$ cat config.mk
export PLATFORM = sky130hd
export DESIGN_NAME = mp_addsub_seq
export DESIGN_NICKNAME = d
export VERILOG_FILES = /design/src/rtl/mp_addsub_seq.sv
export SDC_FILE = /design/constraint.sdc
export NUM_CORES = 1
export LEC_CHECK = 0
export BUFFER_PORTS_ARGS = -buffer_cell sky130_fd_sc_hd__buf_2
export CAP_MARGIN = 25
export CORE_ASPECT_RATIO = 0.9
export CORE_MARGIN = 2
export CORE_UTILIZATION = 35
export DETAILED_ROUTE_END_ITERATION = 12
export PLACE_DENSITY = 0.59
export SLEW_MARGIN = 20
export SYNTH_ARGS = -nofsm -noshare
export SYNTH_HDL_FRONTEND = slang
export SYNTH_SLANG_ARGS = --single-unit
$ cat constraint.sdc
create_clock -name clk -period 20.3 [get_ports clk]
set_input_delay 3.045 -clock clk [delete_from_list [all_inputs] [get_ports clk]]
set_output_delay 3.045 -clock clk [all_outputs]
set_load 0.05 [all_outputs]
$ cat src/rtl/mp_addsub_seq.sv
// mp_addsub_seq: multi-precision adder/subtractor that walks an
// NWORDS*WIDTH-bit operand pair one WIDTH-bit slice per clock, LSB slice first,
// through a carry-select slice adder.
//
// Parameters:
//   WIDTH  - slice width handled per cycle (default 32)
//   NWORDS - number of slices per operand, legal range 2..16 (default 4)
//
// Ports:
//   clk       - clock, all state changes on rising edge
//   rst       - asynchronous active-high reset
//   start     - request a new operation, sampled only while idle
//   op_sub    - 0 = a+b, 1 = a-b (captured with start)
//   a, b      - operands (captured with start)
//   busy      - high while running and during the done cycle
//   done      - one-cycle pulse, result valid
//   result    - sum/difference, modulo 2^(NWORDS*WIDTH); partial while busy
//   carry_out - final carry; for subtract 1 means no borrow
//   overflow  - signed overflow, only present when ADDSEQ_OVF_EN is defined
//
// Configuration macro: ADDSEQ_OVF_EN (adds the overflow port and its logic).

module mp_addsub_seq #(
  parameter int unsigned WIDTH  = 32,
  parameter int unsigned NWORDS = 4
) (
  input  logic                      clk,
  input  logic                      rst,
  input  logic                      start,
  input  logic                      op_sub,
  input  logic [NWORDS*WIDTH-1:0]   a,
  input  logic [NWORDS*WIDTH-1:0]   b,
  output logic                      busy,
  output logic                      done,
  output logic [NWORDS*WIDTH-1:0]   result,
  output logic                      carry_out
`ifdef ADDSEQ_OVF_EN
  ,
  output logic                      overflow
`endif
);

  localparam int unsigned Total = NWORDS * WIDTH;
  localparam int unsigned CntW  = $clog2(NWORDS);
  localparam logic [CntW-1:0] LastCnt = CntW'(NWORDS - 1);

  typedef enum logic [1:0] {StIdle, StRun, StDone} state_e;

  state_e            r_state;
  logic [CntW-1:0]   r_cnt;
  logic [Total-1:0]  r_a;
  logic [Total-1:0]  r_b;
  logic              r_sub;
  logic              r_carry;
  logic [Total-1:0]  r_result;
  logic              r_carry_out;
  logic              r_busy;
  logic              r_done;
`ifdef ADDSEQ_OVF_EN
  logic              r_overflow;
`endif

  logic [WIDTH-1:0]  w_a_sl;
  logic [WIDTH-1:0]  w_b_eff;
  logic              w_cin;
  logic [WIDTH:0]    w_path0;
  logic [WIDTH:0]    w_path1;
  logic [WIDTH-1:0]  w_sum;
  logic              w_cout;
  logic              w_last;
  logic [31:0]       w_base;

  // Slice datapath: both carry-in outcomes are computed in parallel and the
  // actual carry-in just picks one, so no adder is wider than a slice.
  always_comb begin
    w_base  = 32'(r_cnt) * WIDTH;
    w_a_sl  = r_a[w_base +: WIDTH];
    w_b_eff = r_b[w_base +: WIDTH] ^ {WIDTH{r_sub}};
    w_cin   = (r_cnt == '0) ? r_sub : r_carry;
    w_path0 = {1'b0, w_a_sl} + {1'b0, w_b_eff};
    w_path1 = {1'b0, w_a_sl} + {1'b0, w_b_eff} + (WIDTH+1)'(1);
    if (w_cin) begin
      w_sum  = w_path1[WIDTH-1:0];
      w_cout = w_path1[WIDTH];
    end else begin
      w_sum  = w_path0[WIDTH-1:0];
      w_cout = w_path0[WIDTH];
    end
    w_last  = (r_cnt == LastCnt);
  end

  always_ff @(posedge clk or posedge rst) begin
    if (rst) begin
      r_state     <= StIdle;
      r_cnt       <= '0;
      r_a         <= '0;
      r_b         <= '0;
      r_sub       <= 1'b0;
      r_carry     <= 1'b0;
      r_result    <= '0;
      r_carry_out <= 1'b0;
      r_busy      <= 1'b0;
      r_done      <= 1'b0;
`ifdef ADDSEQ_OVF_EN
      r_overflow  <= 1'b0;
`endif
    end else begin
      unique case (r_state)
        StIdle: begin
          if (start) begin
            r_a     <= a;
            r_b     <= b;
            r_sub   <= op_sub;
            r_cnt   <= '0;
            r_busy  <= 1'b1;
            r_state <= StRun;
          end
        end
        StRun: begin
          // Slices land in place so the partial result is visible while busy.
          r_result[w_base +: WIDTH] <= w_sum;
          r_carry                   <= w_cout;
          if (w_last) begin
            r_carry_out <= w_cout;
`ifdef ADDSEQ_OVF_EN
            // Operand signs agree but the result sign differs.
            r_overflow  <= (r_a[Total-1] == (r_b[Total-1] ^ r_sub)) &&
                           (w_sum[WIDTH-1] != r_a[Total-1]);
`endif
            r_cnt       <= '0;
            r_done      <= 1'b1;
            r_state     <= StDone;
          end else begin
            r_cnt <= r_cnt + 1'b1;
          end
        end
        StDone: begin
          r_done  <= 1'b0;
          r_busy  <= 1'b0;
          r_state <= StIdle;
        end
        default: begin
          r_done  <= 1'b0;
          r_busy  <= 1'b0;
          r_state <= StIdle;
        end
      endcase
    end
  end

  assign busy      = r_busy;
  assign done      = r_done;
  assign result    = r_result;
  assign carry_out = r_carry_out;
`ifdef ADDSEQ_OVF_EN
  assign overflow  = r_overflow;
`endif

endmodule

==> results.ini, run 1 <==
[floorplan]
design.die.area_um2 = 56200
floorplan.io_pins = 391
row_count = 81
dieHeight_um = 225
die_x_um = 250
initial_core_util_pct = 35.2
design.core.area_um2 = 54000

[critical_path]
crit_path_start_kind = register
critical_path_peak_fanout = 38
required_ns = 20.74
crit_path_max_incr_delay_ns = 0.90
timing.critical_path.cells = buf_4, mux4_2, ha_1, fa_1, nand3_1, a211oi_2, nor3_2, a21oi_1, a211oi_1, nand4_2, nor4_4, nand2_1, xor2_1, o21ai_1
critical_path_type = register to register
setup.worst_path.end_class = register
slowest_stage = sky130_fd_sc_hd__dfrtp_4
worstPathArrival_ns = 6.62

[route]
met3_length_um = 3680
routed.top_layer = met5
drc_errors = 0
dr_total_vias = 16000
antenna_violating_nets_remaining = 0
drt_iter0_markers = 1215
wl_met2_um = 27800
routedLengthMet1_um = 29500
router_iterations_before_antenna_repair = 7
detail_route.wl_per_cell_um = 19.8
detail_route.vias_per_cell = 5.11
finalWirelength_um = 61900

[sta]
finalSetupViolations = 0
final.setup.tns_ns = 0
final_min_period_over_clock_period_pct = 30.5
slew-limit-headroom_pct = 33.8
rsz_0062_raised_after_global_routing = false
report.final.slew_viol_count = 0
max_freq_mhz = 162
timing.final.hold_violations = 0
tightestPinTransition_ns = 0.986
fin_crit_ns = 6.18
final.setup_skew_ns = 0.0205

[logic_synthesis]
yosys_warnings = 0
synth_area_per_cell_um2 = 9.29
yosys.area_share.simple_pct = 22.1
synth_top_family_by_area = simple AND/OR/NAND/NOR gates
adder_cell_area_share_of_the_yosys_netlist_pct = 2.67
synthesis.instances = 2048
synth-edff-count = 0
synth_mux_area_share_pct = 7.79
synth-main-ff-cell = sky130_fd_sc_hd__dfrtp_1
syn-cell-area_um2 = 19000
synth_cell_type_count = 72
synth_top_cells_by_area = sky130_fd_sc_hd__dfrtp_1 52%, sky130_fd_sc_hd__nand2_1 18%, sky130_fd_sc_hd__mux4_2 7.6%, sky130_fd_sc_hd__o21ai_0 3.1%, sky130_fd_sc_hd__xor2_1 2.7%
synth_sequential_area_ratio_pct = 51.7
yosysMostFrequentCell = sky130_fd_sc_hd__nand2_1
share_of_the_synthesized_netlist_area_taken_by_xor_and_xnor_gates_pct = 3.99
synth_compound_area_share_pct = 8.91
synth_nets = 2348
ys_ff_latch = 393
synthDominantAreaCellType = sky130_fd_sc_hd__dfrtp_1
synth.top_cells.by_count = 927 x sky130_fd_sc_hd__nand2_1, 393 x sky130_fd_sc_hd__dfrtp_1, 119 x sky130_fd_sc_hd__o21ai_0, 91 x sky130_fd_sc_hd__clkbuf_1, 64 x sky130_fd_sc_hd__mux4_2
synth_async_sr_flop_share_pct = 100
synth_largest_type_area_fraction_pct = 51.7

[outcome]
status = complete, no violations

[clock_network]
insertion_delay_ns = 0.57
clk_root_buffer_cell = sky130_fd_sc_hd__clkbuf_16
cts-buffers-inserted = 43
cts.clk_slew.worst_paths_ns = 0.06
cts_sinks = 393
clock_tree_from_tritoncts = done
clock_tree.buffer_depth = 3
cts-resized-gates = 0
post_cts_buffers = 0
post_cts_hold_buffer_count = 0
h-tree-depth = 2

[global_routing]
grtUsageTotal_pct = 21.9
globalRouteOverflowTotal = 0
first_pass_grt_wire_length_um = 94800
antenna_found_initial = 2
grt_max_degree = 261
grt_pass1_vias = 15900

[final_layout]
areaGrowthSynthToFinish_pct = 21.1
fin_area_um2 = 23000
diodes = 0
drive_gt1_share_pct = 23.3
final_net_count = 2688
fill_cells = 5358

[placed_design]
port_bufs = 390
dp_hpwl_um = 45400
placement.cell_area_um2 = 21600
gp_congestion = 0.865

[run]
cap_violations = 0

[hold_path]
min-delay-path-class = register to register

## cell families after synthesis
logic type,count (synthesis)
simple gates,1055
flops,393
compound gates,271
buf+inv,136
xor+xnor,85
mux,68
fa+ha+maj,40
## metal layers
layer	track usage, %	vias to the layer above
met4	4.39	4
li1	-	7498
met2	34.2	519
met3	3.72	59
met5	0	-
met1	32.1	7881
## registers in the layout (all words and copies together), names as in the netlist
signal     count
done           1
busy           1
r_sub          1
carry_out      1
r_b          128
result       128
r_a          128
r_carry        1
r_cnt          2
r_state        2
## final cells by class
cell class / count / area (um^2) / area share (%)
multi-input cells: 1519 / 8660 / 37.6
inverters: 21 / 86.3 / 0.375
repair buffers: 410 / 2180 / 9.47
clock inverters: 15 / 178 / 0.771
clock buffers: 61 / 1210 / 5.27
well taps: 705 / 882 / 3.83
flip-flops and latches: 393 / 9840 / 42.7
## cells in the final DEF (no fill, tap or decap), types with 23 or more instances in the layout
master / Yosys / final
sky130_fd_sc_hd__clkbuf_16: 0 / 43
sky130_fd_sc_hd__buf_2: 6 / 390
sky130_fd_sc_hd__ha_1: 39 / 39
sky130_fd_sc_hd__nand2_1: 927 / 927
sky130_fd_sc_hd__mux4_2: 64 / 64
sky130_fd_sc_hd__nor2_1: 35 / 35
sky130_fd_sc_hd__o21ai_0: 119 / 119
sky130_fd_sc_hd__a21oi_1: 45 / 45
sky130_fd_sc_hd__xnor2_1: 25 / 25
sky130_fd_sc_hd__dfrtp_1: 393 / 390
sky130_fd_sc_hd__o21ai_1: 23 / 23
sky130_fd_sc_hd__xor2_1: 58 / 58
## final timing paths
check / start / endpoint / slack (ns) / cells after the start
worst max-delay path: r_cnt[0] / result[94] / 14.12 / 14
worst min-delay path: r_a[56] / r_a[56] / 0.47 / 2
worst max register to register: r_cnt[0] / result[94] / 14.12 / 14
worst min register to register: r_a[56] / r_a[56] / 0.47 / 2
max in group asynchronous: rst / r_sub / 15.30 / 4
min in group asynchronous: rst / r_a[51] / 2.63 / 2
## through the flow
stage	worst slack (ns)	utilization, %	std cells	hold WS [ns]
6_report	14.12	42.7	3124	0.470
3_5_place_dp	14.10	39.9	3043	0.458
2_1_floorplan	6.33	-	2048	0.440
4_1_cts	14.09	42.5	3119	0.472
3_3_place_gp	14.24	39.9	3043	0.454
5_1_grt	13.66	42.7	3124	0.480
## critical path: cells and delay by family, from the launching register on
family	cells	cell delay, ns
simple gates	5	1.45
flops	1	0.90
fa+ha+maj	2	0.72
compound gates	4	1.17
buf+inv	1	0.75
xor+xnor	1	0.34
mux	1	0.65
Power of run 1 is not shown: default switching activity piles up to over one toggle a cycle in this logic, so the estimate is an artifact.
==> run 2: changes to the inputs <==
- ABC_AREA: unset -> 1
- clock period: 20.3 -> 5.7 ns (I/O delays scaled with it)
==> run 2 against run 1 <==
Flip-flop and latch count did not move. Global-route usage increased by 0.96 points. Sequential share of layout area fell by 2.7 points. Fmax up 29%. Cell area grew 6.7%. Clock skew increased by 0.0060 ns. First-iteration DRC count is 6.2% higher. Highest routed layer unchanged.
==> results.ini, run 2 <==
[logic_synthesis]
synth_area_per_cell_um2 = 7.36  ; -21%
yosys.area_share.simple_pct = 32.5  ; +10 points
synth_compound_area_share_pct = 8.86  ; -0.047 points
synth_sequential_area_ratio_pct = 48.4  ; -3.3 points
synth_largest_type_area_fraction_pct = 48.4  ; -3.3 points
synthesis.instances = 2762  ; +35%
synth-edff-count = 0  ; unchanged
yosysMostFrequentCell = sky130_fd_sc_hd__nand2_1
adder_cell_area_share_of_the_yosys_netlist_pct = 2.50  ; -0.17 points
synth.top_cells.by_count = 1274 x sky130_fd_sc_hd__nand2_1, 393 x sky130_fd_sc_hd__dfrtp_1, 215 x sky130_fd_sc_hd__nor2_1, 201 x sky130_fd_sc_hd__o21ai_0, 151 x sky130_fd_sc_hd__inv_1
ys_ff_latch = 393  ; unchanged
synth_nets = 3062  ; +30%
synth_top_cells_by_area = sky130_fd_sc_hd__dfrtp_1 48%, sky130_fd_sc_hd__nand2_1 24%, sky130_fd_sc_hd__o21ai_0 4.9%, sky130_fd_sc_hd__nor2_1 4.0%, sky130_fd_sc_hd__inv_1 2.8%
share_of_the_synthesized_netlist_area_taken_by_xor_and_xnor_gates_pct = 2.18  ; -1.8 points
synth_cell_type_count = 39  ; -46%
yosys_warnings = 0  ; unchanged
syn-cell-area_um2 = 20300  ; +6.9%
synth-main-ff-cell = sky130_fd_sc_hd__dfrtp_1
synth_top_family_by_area = simple AND/OR/NAND/NOR gates
synth_async_sr_flop_share_pct = 100  ; unchanged
synthDominantAreaCellType = sky130_fd_sc_hd__dfrtp_1
synth_mux_area_share_pct = 0  ; -7.8 points

[run]
cap_violations = 0  ; unchanged

[route]
router_iterations_before_antenna_repair = 5  ; -2
antenna_violating_nets_remaining = 0  ; unchanged
finalWirelength_um = 68900  ; +11%
drc_errors = 0  ; unchanged
drt_iter0_markers = 1290  ; +6.2%
detail_route.wl_per_cell_um = 17.7  ; -11%
dr_total_vias = 18900  ; +18%
detail_route.vias_per_cell = 4.84  ; -5.3%

[sta]
fin_crit_ns = 4.78  ; -1.41 ns
final.setup_skew_ns = 0.0264  ; +0.00599 ns
final_critical_path_setup_slack_ns = 0.923  ; -13.19 ns
finalSetupViolations = 0  ; unchanged
report.final.slew_viol_count = 0  ; unchanged
tightestPinTransition_ns = 1.01  ; +0.0212 ns
timing.final.hold_violations = 0  ; unchanged
rsz_0062_raised_after_global_routing = false
slew-limit-headroom_pct = 32.8  ; -0.94 points
final_min_period_over_clock_period_pct = 83.8  ; +53 points
max_freq_mhz = 209  ; +29%

[floorplan]
design.core.area_um2 = 57200  ; +5.9%
floorplan.io_pins = 391  ; unchanged
row_count = 83  ; +2.5%
die_x_um = 258  ; +3.3%
initial_core_util_pct = 35.5  ; +0.33 points
dieHeight_um = 233  ; +3.3%
design.die.area_um2 = 60000  ; +6.8%

[clock_network]
cts-resized-gates = 0  ; unchanged
h-tree-depth = 2  ; unchanged
clock_tree_from_tritoncts = done
clk_root_buffer_cell = sky130_fd_sc_hd__clkbuf_16
post_cts_buffers = 0  ; unchanged
cts.clk_slew.worst_paths_ns = 0.06  ; about the same
clock_tree.buffer_depth = 3  ; unchanged
insertion_delay_ns = 0.59  ; +0.02 ns
cts-buffers-inserted = 44  ; +2.3%
post_cts_hold_buffer_count = 0  ; unchanged
cts_sinks = 393  ; unchanged

[final_layout]
fill_cells = 5956  ; +11%
areaGrowthSynthToFinish_pct = 20.9
diodes = 0  ; unchanged
final_net_count = 3396  ; +26%
finalCoreUtilization_pct = 43.0  ; +0.31 points
mostFrequentLayoutCell = sky130_fd_sc_hd__nand2_1
layout_common_cells = 1274 x sky130_fd_sc_hd__nand2_1, 390 x sky130_fd_sc_hd__dfrtp_1, 390 x sky130_fd_sc_hd__buf_2
drive_gt1_share_pct = 18.0  ; -5.3 points

[placed_design]
port_bufs = 390  ; unchanged
dp_hpwl_um = 50600  ; +11%
gp_congestion = 0.897  ; +3.8%
pre_cts_slack_ns = 1.01  ; -13.09 ns

[critical_path]
cp_num_buf_inv = 3  ; +2
cp_top_family = simple AND/OR/NAND/NOR gates
crit_path_max_incr_delay_ns = 0.59  ; -0.31 ns
critical_path_peak_fanout = 57  ; +50%
rrSetupSlack_ns = 0.92  ; -13.19 ns
worstPathArrival_ns = 5.29  ; -1.33 ns
critical_path_type = register to register
regToRegEndpoint = result[124]
r2r-start = r_cnt[0]
crit_path_start_kind = register
crit_path_frequent_cell = sky130_fd_sc_hd__nand2_1
timing.critical_path.cells = inv_4, buf_12, o21ai_0, o22ai_1, ha_1, nand2_1, inv_1, nand2_1, nand2_1, nand2_1, nand2_1, a21oi_1, nand2_1, nand2_1, nand2_1, nor2_1, nand2_1, nor2_1, nand2_1, nand2_1, nand2_1, nor2_2, nand3_1, nand2_1
setup.worst_path.end_class = register
worstRegToRegCells = 24  ; +10
required_ns = 6.21  ; -14.53 ns
slowest_stage = sky130_fd_sc_hd__dfrtp_4

[global_routing]
first_pass_grt_wire_length_um = 107000  ; +13%
grt_max_degree = 191  ; -27%
antenna_found_initial = 2  ; unchanged
globalRouteOverflowTotal = 0  ; unchanged
grt_pass1_vias = 18500  ; +16%
grtUsageTotal_pct = 22.8  ; +0.96 points

[hold_path]
min-delay-path-class = input pin to asynchronous set/reset pin

[outcome]
status = complete, no violations

run 2: cell types whose count changed in the layout (fill, tap and decap cells not counted), sizes merged, moves of 8 or more:
cell / delta
o21ai: +66
xor2: -11
a21oi: -23
buf: +11
inv: +139
o22ai: +63
nand3: +64
nor2: +203
mux4: -64
nand2: +364
nor3: -11
a21o: -8
a211oi: -11
xnor2: -25
run 2: cell type report:
type | instances | area [um^2] | area share (%)
tap | 765 | 957 | 3.89
clock buffer | 64 | 1280 | 5.20
sequential | 393 | 9840 | 40.0
timing repair buffer | 421 | 2250 | 9.14
inverter | 165 | 633 | 2.58
multi-input combinational | 2071 | 9370 | 38.1
clock inverter | 18 | 254 | 1.03
run 2: kinds of logic after synthesis:
family,count (synthesis)
AOI/OAI and AO/OA,325
xor gates and xnor gates,49
adders and majority gates,40
buffers and inverters,298
DFF,393
and+or+nand+nor,1657
run 2: how the worst max path moves through the flow:
stage / slack, ns / cells after the start / endpoint / startpoint
3_5_place_dp: 1.01 / 24 / result[124] / r_cnt[0]
6_report: 0.92 / 24 / result[124] / r_cnt[0]
5_1_grt: 0.49 / 22 / result[63] / r_cnt[0]
2_1_floorplan: -0.44 / 1 / busy / rst
3_3_place_gp: 1.00 / 24 / result[124] / r_cnt[0]
4_1_cts: 0.96 / 24 / result[124] / r_cnt[0]
run 2: worst register-to-register path, cell delays in order, from the launching register on:
cell and delay (ns):
sky130_fd_sc_hd__dfrtp_4 0.59, sky130_fd_sc_hd__inv_4 0.52, sky130_fd_sc_hd__buf_12 0.35, sky130_fd_sc_hd__o21ai_0 0.14, sky130_fd_sc_hd__o22ai_1 0.53, sky130_fd_sc_hd__ha_1 0.42, sky130_fd_sc_hd__nand2_1 0.15, sky130_fd_sc_hd__inv_1 0.05
sky130_fd_sc_hd__nand2_1 0.06, sky130_fd_sc_hd__nand2_1 0.09, sky130_fd_sc_hd__nand2_1 0.09, sky130_fd_sc_hd__nand2_1 0.08, sky130_fd_sc_hd__a21oi_1 0.30, sky130_fd_sc_hd__nand2_1 0.12, sky130_fd_sc_hd__nand2_1 0.07, sky130_fd_sc_hd__nand2_1 0.10
sky130_fd_sc_hd__nor2_1 0.19, sky130_fd_sc_hd__nand2_1 0.13, sky130_fd_sc_hd__nor2_1 0.15, sky130_fd_sc_hd__nand2_1 0.06, sky130_fd_sc_hd__nand2_1 0.05, sky130_fd_sc_hd__nand2_1 0.10, sky130_fd_sc_hd__nor2_2 0.16, sky130_fd_sc_hd__nand3_1 0.09
sky130_fd_sc_hd__nand2_1 0.09
run 2: metrics by stage:
| step | hold slack, ns | TNS, ns | std cells | instance area [um^2] |
|---|---|---|---|---|
| floorplan | 0.437 | -174.04 | 2762 | 20300 |
| global placement | 0.449 | 0 | 3815 | 23100 |
| detailed placement | 0.453 | 0 | 3815 | 23100 |
| CTS | 0.421 | 0 | 3897 | 24600 |
| global route | 0.456 | 0 | 3897 | 24600 |
| finish | 0.431 | 0 | 3897 | 24600 |
run 2: metal layers:
layer	global-route usage (%)	wire length (um)	part of all wire [%]	up-vias
met3	4.13	3920	5.7	111
met2	36.3	31300	45	490
met1	31.6	31700	46	8876
met4	7.35	2030	2.9	4
li1	-	-	-	9372
met5	0	23	0.033	-
Power of run 2 is left out for the same reason.
